### config.mk
export PLATFORM = sky130hd
export DESIGN_NAME = icache_ctrl_flat
export DESIGN_NICKNAME = d
export VERILOG_FILES = /design/src/rtl/icache_ctrl_if.sv /design/src/rtl/icache_ctrl.sv /design/src/flat_wrapper.sv
export SDC_FILE = /design/constraint.sdc
export NUM_CORES = 2
export LEC_CHECK = 0
export BUFFER_PORTS_ARGS = -buffer_cell sky130_fd_sc_hd__buf_2
export CORE_UTILIZATION = 30
export DETAILED_ROUTE_END_ITERATION = 8
export SKIP_CTS_REPAIR_TIMING = 1
export SKIP_LAST_GASP = 1
export SLEW_MARGIN = 10
export SYNTH_ARGS = -nofsm -noshare
export SYNTH_HDL_FRONTEND = slang
export SYNTH_SLANG_ARGS = --single-unit
### constraint.sdc
create_clock -name clk -period 4.93 [get_ports clk]
set_input_delay 0.7395 -clock clk [delete_from_list [all_inputs] [get_ports clk]]
set_output_delay 0.7395 -clock clk [all_outputs]
set_load 0.01 [all_outputs]
### src/rtl/icache_ctrl_if.sv
// Fetch-side and memory-side signal bundle for icache_ctrl.
// slave : the cache controller
// master: whatever drives fetch addresses and models memory
interface icache_ctrl_if;
    logic [31:0] proc2Icache_addr;
    logic [31:0] Icache_data_out;
    logic        Icache_valid_out;
    logic [31:0] proc2mem_addr;
    logic [1:0]  proc2mem_command;
    logic [3:0]  mem2proc_response;
    logic [31:0] mem2proc_data;
    logic [3:0]  mem2proc_tag;

    modport slave (
        input  proc2Icache_addr, mem2proc_response, mem2proc_data, mem2proc_tag,
        output Icache_data_out, Icache_valid_out, proc2mem_addr, proc2mem_command
    );

    modport master (
        output proc2Icache_addr, mem2proc_response, mem2proc_data, mem2proc_tag,
        input  Icache_data_out, Icache_valid_out, proc2mem_addr, proc2mem_command
    );
endinterface

### src/rtl/icache_ctrl.sv
// Direct-mapped, one-word-per-line instruction cache controller.
// Hits are served combinationally; a miss issues one BUS_LOAD, tracks the
// returned transaction tag and fills the line. One miss outstanding at most.
// Optional: define ICACHE_STATS_EN to add hit_count / miss_count outputs.

// One cache line: valid bit (reset), tag and data (no reset needed).
module icache_line #(
    parameter int TAG_W = 25
) (
    input  logic             clk,
    input  logic             rst,
    input  logic             wr_en,
    input  logic [TAG_W-1:0] wr_tag,
    input  logic [31:0]      wr_data,
    output logic             valid,
    output logic [TAG_W-1:0] tag,
    output logic [31:0]      data
);
    // valid goes high on the first fill and stays until reset
    always_ff @(posedge clk or posedge rst) begin
        if (rst)        valid <= 1'b0;
        else if (wr_en) valid <= 1'b1;
    end

    // tag/data are qualified by valid, so they are left unreset
    always_ff @(posedge clk) begin
        if (wr_en) begin
            tag  <= wr_tag;
            data <= wr_data;
        end
    end
endmodule

module icache_ctrl #(
    parameter int         NUM_LINES = 32,
    parameter logic [1:0] BUS_NONE  = 2'd0,
    parameter logic [1:0] BUS_LOAD  = 2'd1
) (
    input  logic        clk,
    input  logic        rst,
    icache_ctrl_if.slave bus
`ifdef ICACHE_STATS_EN
    ,
    output logic [31:0] hit_count,
    output logic [31:0] miss_count
`endif
);
    localparam int IDX   = $clog2(NUM_LINES);
    localparam int TAG_W = 32 - IDX - 2;

    typedef enum logic {IDLE, WAIT} state_t;

    typedef struct packed {
        logic [1:0]  cmd;
        logic [31:0] addr;
    } mem_req_t;

    state_t                   state, state_nx;
    mem_req_t                 req;
    logic [3:0]               pend_tag;
    logic [IDX-1:0]           pend_idx;
    logic [TAG_W-1:0]         pend_linetag;
    logic                     accept, fill, hit;

    logic [IDX-1:0]           cur_idx;
    logic [TAG_W-1:0]         cur_tag;

    logic [NUM_LINES-1:0]             line_valid;
    logic [NUM_LINES-1:0][TAG_W-1:0]  line_tag;
    logic [NUM_LINES-1:0][31:0]       line_data;
    logic [NUM_LINES-1:0]             fill_sel;

    // word-offset bits never take part in lookup or requests
    logic unused_addr_lsb;
    assign unused_addr_lsb = ^bus.proc2Icache_addr[1:0];

    assign cur_idx = bus.proc2Icache_addr[IDX+1:2];
    assign cur_tag = bus.proc2Icache_addr[31:IDX+2];

    // one-hot write enable for the line being filled
    assign fill_sel = fill ? (NUM_LINES'(1) << pend_idx) : '0;

    for (genvar i = 0; i < NUM_LINES; i++) begin : g_line
        icache_line #(.TAG_W(TAG_W)) u_line (
            .clk     (clk),
            .rst     (rst),
            .wr_en   (fill_sel[i]),
            .wr_tag  (pend_linetag),
            .wr_data (bus.mem2proc_data),
            .valid   (line_valid[i]),
            .tag     (line_tag[i]),
            .data    (line_data[i])
        );
    end

    // same-cycle lookup; a fill landing this cycle is not forwarded
    assign hit = line_valid[cur_idx] && (line_tag[cur_idx] == cur_tag);

    assign bus.Icache_valid_out = hit;
    assign bus.Icache_data_out  = line_data[cur_idx];
    assign bus.proc2mem_command = req.cmd;
    assign bus.proc2mem_addr    = req.addr;

    // next state and memory request; requests are only raised from IDLE
    always_comb begin
        state_nx = state;
        req      = '0;
        req.cmd  = BUS_NONE;
        accept   = 1'b0;
        fill     = 1'b0;
        case (state)
            IDLE: begin
                if (!hit && !rst) begin
                    req.cmd  = BUS_LOAD;
                    req.addr = {bus.proc2Icache_addr[31:2], 2'b00};
                    if (bus.mem2proc_response != 4'd0) begin
                        accept   = 1'b1;
                        state_nx = WAIT;
                    end
                end
            end
            WAIT: begin
                if (pend_tag != 4'd0 && bus.mem2proc_tag == pend_tag) begin
                    fill     = 1'b1;
                    state_nx = IDLE;
                end
            end
            default: state_nx = IDLE;
        endcase
    end

    // state register
    always_ff @(posedge clk or posedge rst) begin
        if (rst) state <= IDLE;
        else     state <= state_nx;
    end

    // pending-miss bookkeeping; cleared tag makes late responses harmless
    always_ff @(posedge clk or posedge rst) begin
        if (rst) begin
            pend_tag     <= 4'd0;
            pend_idx     <= '0;
            pend_linetag <= '0;
        end else if (accept) begin
            pend_tag     <= bus.mem2proc_response;
            pend_idx     <= cur_idx;
            pend_linetag <= cur_tag;
        end else if (fill) begin
            pend_tag     <= 4'd0;
        end
    end

`ifdef ICACHE_STATS_EN
    // free-running hit/miss counters, wrapping at 2^32
    always_ff @(posedge clk or posedge rst) begin
        if (rst) begin
            hit_count  <= 32'd0;
            miss_count <= 32'd0;
        end else begin
            if (hit)    hit_count  <= hit_count + 32'd1;
            if (accept) miss_count <= miss_count + 32'd1;
        end
    end
`endif
endmodule

### src/flat_wrapper.sv
// flat-port wrapper written by rule: the top's interface ports become plain ports
module icache_ctrl_flat 
#(
    parameter int         NUM_LINES = 32,
    parameter logic [1:0] BUS_NONE  = 2'd0,
    parameter logic [1:0] BUS_LOAD  = 2'd1
)
  (clk, rst, bus_proc2Icache_addr, bus_mem2proc_response, bus_mem2proc_data, bus_mem2proc_tag, bus_Icache_data_out, bus_Icache_valid_out, bus_proc2mem_addr, bus_proc2mem_command);
  icache_ctrl_if bus_i ();
  input  logic clk;
  input  logic rst;
  input wire logic [$bits(bus_i.proc2Icache_addr)-1:0] bus_proc2Icache_addr;
  input wire logic [$bits(bus_i.mem2proc_response)-1:0] bus_mem2proc_response;
  input wire logic [$bits(bus_i.mem2proc_data)-1:0] bus_mem2proc_data;
  input wire logic [$bits(bus_i.mem2proc_tag)-1:0] bus_mem2proc_tag;
  output wire logic [$bits(bus_i.Icache_data_out)-1:0] bus_Icache_data_out;
  output wire logic [$bits(bus_i.Icache_valid_out)-1:0] bus_Icache_valid_out;
  output wire logic [$bits(bus_i.proc2mem_addr)-1:0] bus_proc2mem_addr;
  output wire logic [$bits(bus_i.proc2mem_command)-1:0] bus_proc2mem_command;
  assign bus_i.proc2Icache_addr = bus_proc2Icache_addr;
  assign bus_i.mem2proc_response = bus_mem2proc_response;
  assign bus_i.mem2proc_data = bus_mem2proc_data;
  assign bus_i.mem2proc_tag = bus_mem2proc_tag;
  assign bus_Icache_data_out = bus_i.Icache_data_out;
  assign bus_Icache_valid_out = bus_i.Icache_valid_out;
  assign bus_proc2mem_addr = bus_i.proc2mem_addr;
  assign bus_proc2mem_command = bus_i.proc2mem_command;
  icache_ctrl #(.NUM_LINES(NUM_LINES), .BUS_NONE(BUS_NONE), .BUS_LOAD(BUS_LOAD)) u_core (.clk(clk), .rst(rst), .bus(bus_i));
endmodule
### Word-level counts from Yosys, hierarchy flattened

Index checks and enable logic that the tools add are counted.

| storage, ports and cells | value |
|---|---|
| output and inout port bits | 67 |
| input bits | 74 |
| flip-flop bits (word level) | 1891 |
| word-level logic and storage cells | 131 |

| operators by class | value |
|---|---|
| equality and inequality tests | 2 |
| reductions and logical operators | 8 |
| bitwise operators | 1 |
| $lt $le $gt $ge | 1 |
| shift operators | 1 |
| mux-type cells | 18 |

Operators with widths:

| operator | count |
|---|---|
| 32-bit binary-select mux with 5-bit select | 1 |
| 25-bit binary-select mux with 5-bit select | 1 |
| 32-bit two-way mux | 2 |
| 34-bit two-way mux | 1 |
| 33-bit two-way mux | 1 |
| 1-bit by 5-bit left shift with 32-bit output (first input constant) | 1 |
| 25-bit == test | 1 |
| 25-bit two-way mux | 1 |
| 4-bit two-way mux | 2 |
| 4-bit nonzero test | 2 |
| 1-bit two-way mux | 7 |
| 5-bit by 6-bit < comparator with 1-bit output (second input constant) | 1 |
| 1-bit binary-select mux with 5-bit select | 1 |
| 4-bit == test | 1 |
| 1-bit logical AND | 3 |
| 1-bit logical NOT | 2 |
| 1-bit one-hot mux with 2 select lines | 1 |
| 2-bit nonzero test | 1 |
| 1-bit NOT | 1 |

### Logic depth before layout (Yosys ltp)

| depth | value |
|---|---|
| word-level depth | 9 |
| mapped depth | 15 |
| depth with buffers taken out | 9 |

### By module

From an unflattened synthesis, not the netlist that was laid out.

| second synthesis, totals | value |
|---|---|
| cells, all modules | 3173 |
| area, all modules | 73025.0 um^2 |

Modules (own cells, without submodules):

| module | instances | seq. area each (um^2) | area an instance (um^2) | cells an instance |
|---|---|---|---|---|
| icache_line | 32 | 1736.7 | 1746.7 | 60 |
| icache_ctrl | 1 | 875.8 | 17131.4 | 1253 |

### Worst setup path after synthesis

Ideal clock, no wire load.

| timing | value |
|---|---|
| path type | input-to-reg |
| start point | input bus_mem2proc_tag[1] |
| end point | register u_core.g_line[11].u_line.data[0] (enable) |
| library setup time | 0.473 ns |
| arrival time | 4.162 ns |
| slack | 0.295 ns |
| buffers on the path | 0 |
| required time | 4.457 ns |
| stages on the path | 6 |
| cell sequence | xor2_1 -> nor4_1 -> nand2_1 -> nor2_1 -> nand3_1 -> nor2_1 |

| on the way | value |
|---|---|
| word-level cells in the longest chain between the ends | 5 |

Ends and longest elaborated chain:

| what | line | source |
|---|---|---|
| start, declared | flat_wrapper.sv:15 | `input wire logic [$bits(bus_i.mem2proc_tag)-1:0] bus_mem2proc_tag;` |
| 4-bit == test | icache_ctrl.sv:123 | `if (pend_tag != 4'd0 && bus.mem2proc_tag == pend_tag) begin` |
| 1-bit logical AND | icache_ctrl.sv:123 |  |
| 1-bit two-way mux | icache_ctrl.sv:123 |  |
| 1-bit two-way mux | icache_ctrl.sv:111 | `case (state)` |
| 32-bit two-way mux | icache_ctrl.sv:81 | `assign fill_sel = fill ? (NUM_LINES'(1) << pend_idx) : '0;` |
| via u_core.g_line[11].u_line.wr_en | icache_ctrl.sv:12 | `input logic wr_en,` |
| end signal, assigned | icache_ctrl.sv:29 | `data <= wr_data;` |
| end, declared | icache_ctrl.sv:17 | `output logic [31:0] data` |

The timed path passes the listed nets, and every way through them passes these cells.
A chain may end at the register's enable or synchronous reset.

### Final worst setup path

| timing | value |
|---|---|
| start point | input bus_proc2Icache_addr[2] |
| end point | output bus_proc2mem_addr[24] |

| on the way | value |
|---|---|
| word-level cells in the longest chain between the ends | 8 |
| elaborated cells on any way between the ends | 10 |
| those cells by class | eq/ne (1); mux (6); reduce/logical (3) |

Ends and longest elaborated chain:

| what | line | source |
|---|---|---|
| start, declared | flat_wrapper.sv:12 | `input wire logic [$bits(bus_i.proc2Icache_addr)-1:0] bus_proc2Icache_addr;` |
| 25-bit binary-select mux with 5-bit select | icache_ctrl.sv:97 | `assign hit = line_valid[cur_idx] && (line_tag[cur_idx] == cur_tag);` |
| 25-bit two-way mux (not written as such) | icache_ctrl.sv:97 |  |
| 25-bit == test | icache_ctrl.sv:97 |  |
| 1-bit logical AND * | icache_ctrl.sv:97 |  |
| 1-bit logical NOT * | icache_ctrl.sv:113 | `if (!hit && !rst) begin` |
| 1-bit logical AND * | icache_ctrl.sv:113 |  |
| 33-bit two-way mux * | icache_ctrl.sv:113 |  |
| 34-bit two-way mux * | icache_ctrl.sv:111 |  |
| end, declared | flat_wrapper.sv:18 | `output wire logic [$bits(bus_i.proc2mem_addr)-1:0] bus_proc2mem_addr;` |

Mark *: on every way between the ends. The rest lies on a longest branch, timed or not. The select of a mux whose other input is x is not followed.

==> impl_results.md <==
- Post-synthesis sequential area ratio: ~80%
- Final WL: between 150000 and 200000 um
- DRT Pass-1 Iters: 7
- Count leader, synth: edfxtp_1
- Clk_lat worst skew: 0.86 ns
- Ys async rst share: between 3 and 4%
- Number of H-tree levels: 4
- Post-Synthesis Cells: 2978
- Pleak: approximately 0.026 uW
- Max VDD drop: 0.293 mV
- Buffers on Ports: about 140
- Area grow syn2layout: 17.1%
- RSZ-0062 raised after global routing: no
- Fin crit period: about 4.8 ns
- Hold depth: 2
- Chip Height: between 400 and 500 um
- Setup TNS: 0 ns
- Area leader, netlist: edfxtp_1
- Area fraction of the dominant cell type after synthesis: 75.9%
- Fin. max-slew vios: 0
- Hold Vio Cnt, Final: 0
- FP Rows: about 180
- Die width: approximately 490 um
- Post-route setup slack: approximately 0.15 ns
- Initial Util: 30.2%
- #FFs+latches synth: ~1900
- Main flop type after synthesis: edfxtp_1
- First-pass GRT wire length: 259000 um
- Antenna Nets Post-Route: 0
- Synthesis Warnings: 0
- Critical-path top delay cell: or4b_1
- Clock transition at path regs: around 0.060 ns
- Global-route usage over all layers: between 10% and 20%
- Pre-CTS WS: approximately 0.069 ns
- Worst slew pin tran: roughly 1.1 ns
- Reg2Reg Depth: 11
- Fmax: between 200 and 250 MHz
- HPWL Detailed: a little under 100000 um
- Die area: between 0.2 and 0.25 mm2
- Worst EP required: between 4 and 5 ns
- Area contributors post-synth: edfxtp_1 (76%), mux4_2 (17%), dfrtp_1 (2.3%)
- Post-Syn Area: between 0.07 and 0.08 mm2
- Top cells by count, synth: edfxtp_1 (1824), mux4_2 (530), o22ai_1 (73)
- Endpoint class of the critical path: primary output
- Initial DRC count: about 3500
- Min-delay worst type: in -> reg
- Worst path max stage delay: approximately 0.6 ns
- Crit Path Class: in -> out
- CP Launch Type: primary input
- Worst path cell trace: buf_8, buf_4, or3b_1, o22ai_1, nor4_1, xor2_1, or4b_1, nor4_2, a31oi_4, buf_12, and2_1, buf_2
- DR WL/cell: ~28 um
- Vias: approximately 34000
- Max-cap violation count: 0
- Worst-case clock skew: 0.0789 ns
- Max clock buf depth: 3
- Status: finished clean
- Syn avg cell area: 24.2 um2
- P per Cell Area: between 400 and 500 mW/mm2
- Post-Place Cells: 6307
- Share of layout cells above drive strength 1: between 30% and 40%
- Drt via density: just over 5
- Final setup viols: 0
- Io pins: 141
- Final nets: roughly 3400
- Distinct cells, synth: between 40 and 50
- Final worst-path cycle share: 96.9%
- Root buf cell: clkbuf_16
- Placer Congestion: ~0.75
- CTS buffer count: 186
- Slew headroom: between 20% and 30%
- Vias in the first global route: around 34000
- Placeable Area: 0.239 mm2
- Grt ovf: 0
- Layout Cells excl Fill: 6654
- CTS tree: yes
- Crit Path Max Fanout: 26
- Arrival @ worst endpoint: around 4 ns
- Initial antenna violation count: 13
- CTS sink cnt: 1891
- DRC viols: 0
- Largest net degree at the start of global routing: 76
- Post-synth EDFFs: about 1800
[worst max-delay path: cells and delay by family]
kind,cells,cell delay (ns)
compound gates,2,0.34
simple gates,5,1.95
xor+xnor,1,0.23
buf+inv,4,0.74
[registers in the layout, summed over array words and instances, names as in the netlist]
name,count
u_core.g_line.u_line.data,1024
u_core.g_line.u_line.tag,800
u_core.g_line.u_line.valid,32
u_core.pend_linetag,25
u_core.pend_idx,5
u_core.pend_tag,4
u_core.state,1
[worst paths after layout]
check | startpoint | to | slack (ns)
max in group asynchronous | rst | u_core.pend_linetag[2]$_DFFE_PP0P_ | 3.26
min in group asynchronous | rst | u_core.pend_tag[3]$_DFFE_PP0P_ | 0.51
min reg2reg | u_core.g_line[16].u_line.valid$_DFFE_PP0P_ | u_core.g_line[16].u_line.valid$_DFFE_PP0P_ | 0.46
max reg2reg | u_core.g_line[29].u_line.tag[9]$_DFFE_PP_ | u_core.pend_linetag[6]$_DFFE_PP0P_ | 1.18
min | bus_mem2proc_response[2] | u_core.pend_tag[2]$_DFFE_PP0P_ | 0.19
max | bus_proc2Icache_addr[2] | bus_proc2mem_addr[24] | 0.15
[per-layer routing]
layer  global-route usage [%]  share of wire, %  vias up
met4                     4.88               3.0        6
met2                     25.0                50     1221
met3                     2.89               6.3      285
met1                     19.8                41    18500
li1                         -                 -    13500
met5                        0             0.020        -
[cell type report]
type	instances	area (um2)
Multi-Input combinational cell	930	15100
Sequential cell	1891	56400
Inverter	3	12.5
Fill cell	21700	154000
Clock inverter	112	1230
Antenna cell	2	5.00
Tap cell	3167	3960
Timing Repair Buffer	317	2900
Clock buffer	232	4840
[power breakdown]
group | leakage, uW | total (uW) | switching (uW) | internal (uW)
Clock | 0.00294 | 14000 | 6170 | 7880
Combinational | 0.00623 | 2180 | 1210 | 970
Sequential | 0.0173 | 20000 | 994 | 19000
Total | 0.0264 | 36200 | 8380 | 27800
[through the flow]
stage / utilization (%) / hold slack, ns / total power (uW) / area (um2)
floorplan: - / 0.434 / 21200 / 72100
global placement: 32.9 / 0.446 / 22400 / 78400
detailed placement: 32.9 / 0.451 / 22500 / 78400
CTS: 35.4 / -0.0898 / 36500 / 84500
global route: 35.4 / 0.150 / 37300 / 84500
finish: 35.4 / 0.186 / 36200 / 84500
[logic make-up after synthesis]
kind of cell | count (synthesis) | share of synthesized area (%)
other | 1 | 0.00520
AOI/OAI and AO/OA | 104 | 1.01
buffers and inverters | 159 | 1.18
DFF | 1891 | 78.2
xor gates and xnor gates | 25 | 0.304
and+or+nand+nor | 186 | 1.47
muxes | 612 | 17.8
[cells in the final DEF (no fill, tap or decap), types with 19 or more instances in the layout]
master | Yosys | final
edfxtp_1 | 1824 | 1824
mux4_2 | 530 | 530
clkbuf_16 | 0 | 186
buf_2 | 21 | 130
buf_4 | 27 | 117
o22ai_1 | 73 | 73
dfrtp_1 | 67 | 67
buf_12 | 0 | 65
clkbuf_1 | 62 | 45
clkinv_2 | 0 | 38
mux2_2 | 37 | 37
clkinv_1 | 0 | 34
or2_2 | 33 | 33
nor2_4 | 0 | 32
and2_1 | 31 | 31
mux2_1 | 26 | 26
nand2_1 | 20 | 20
mux2i_1 | 19 | 19
Note: power is estimated with default switching activity, not from simulation.
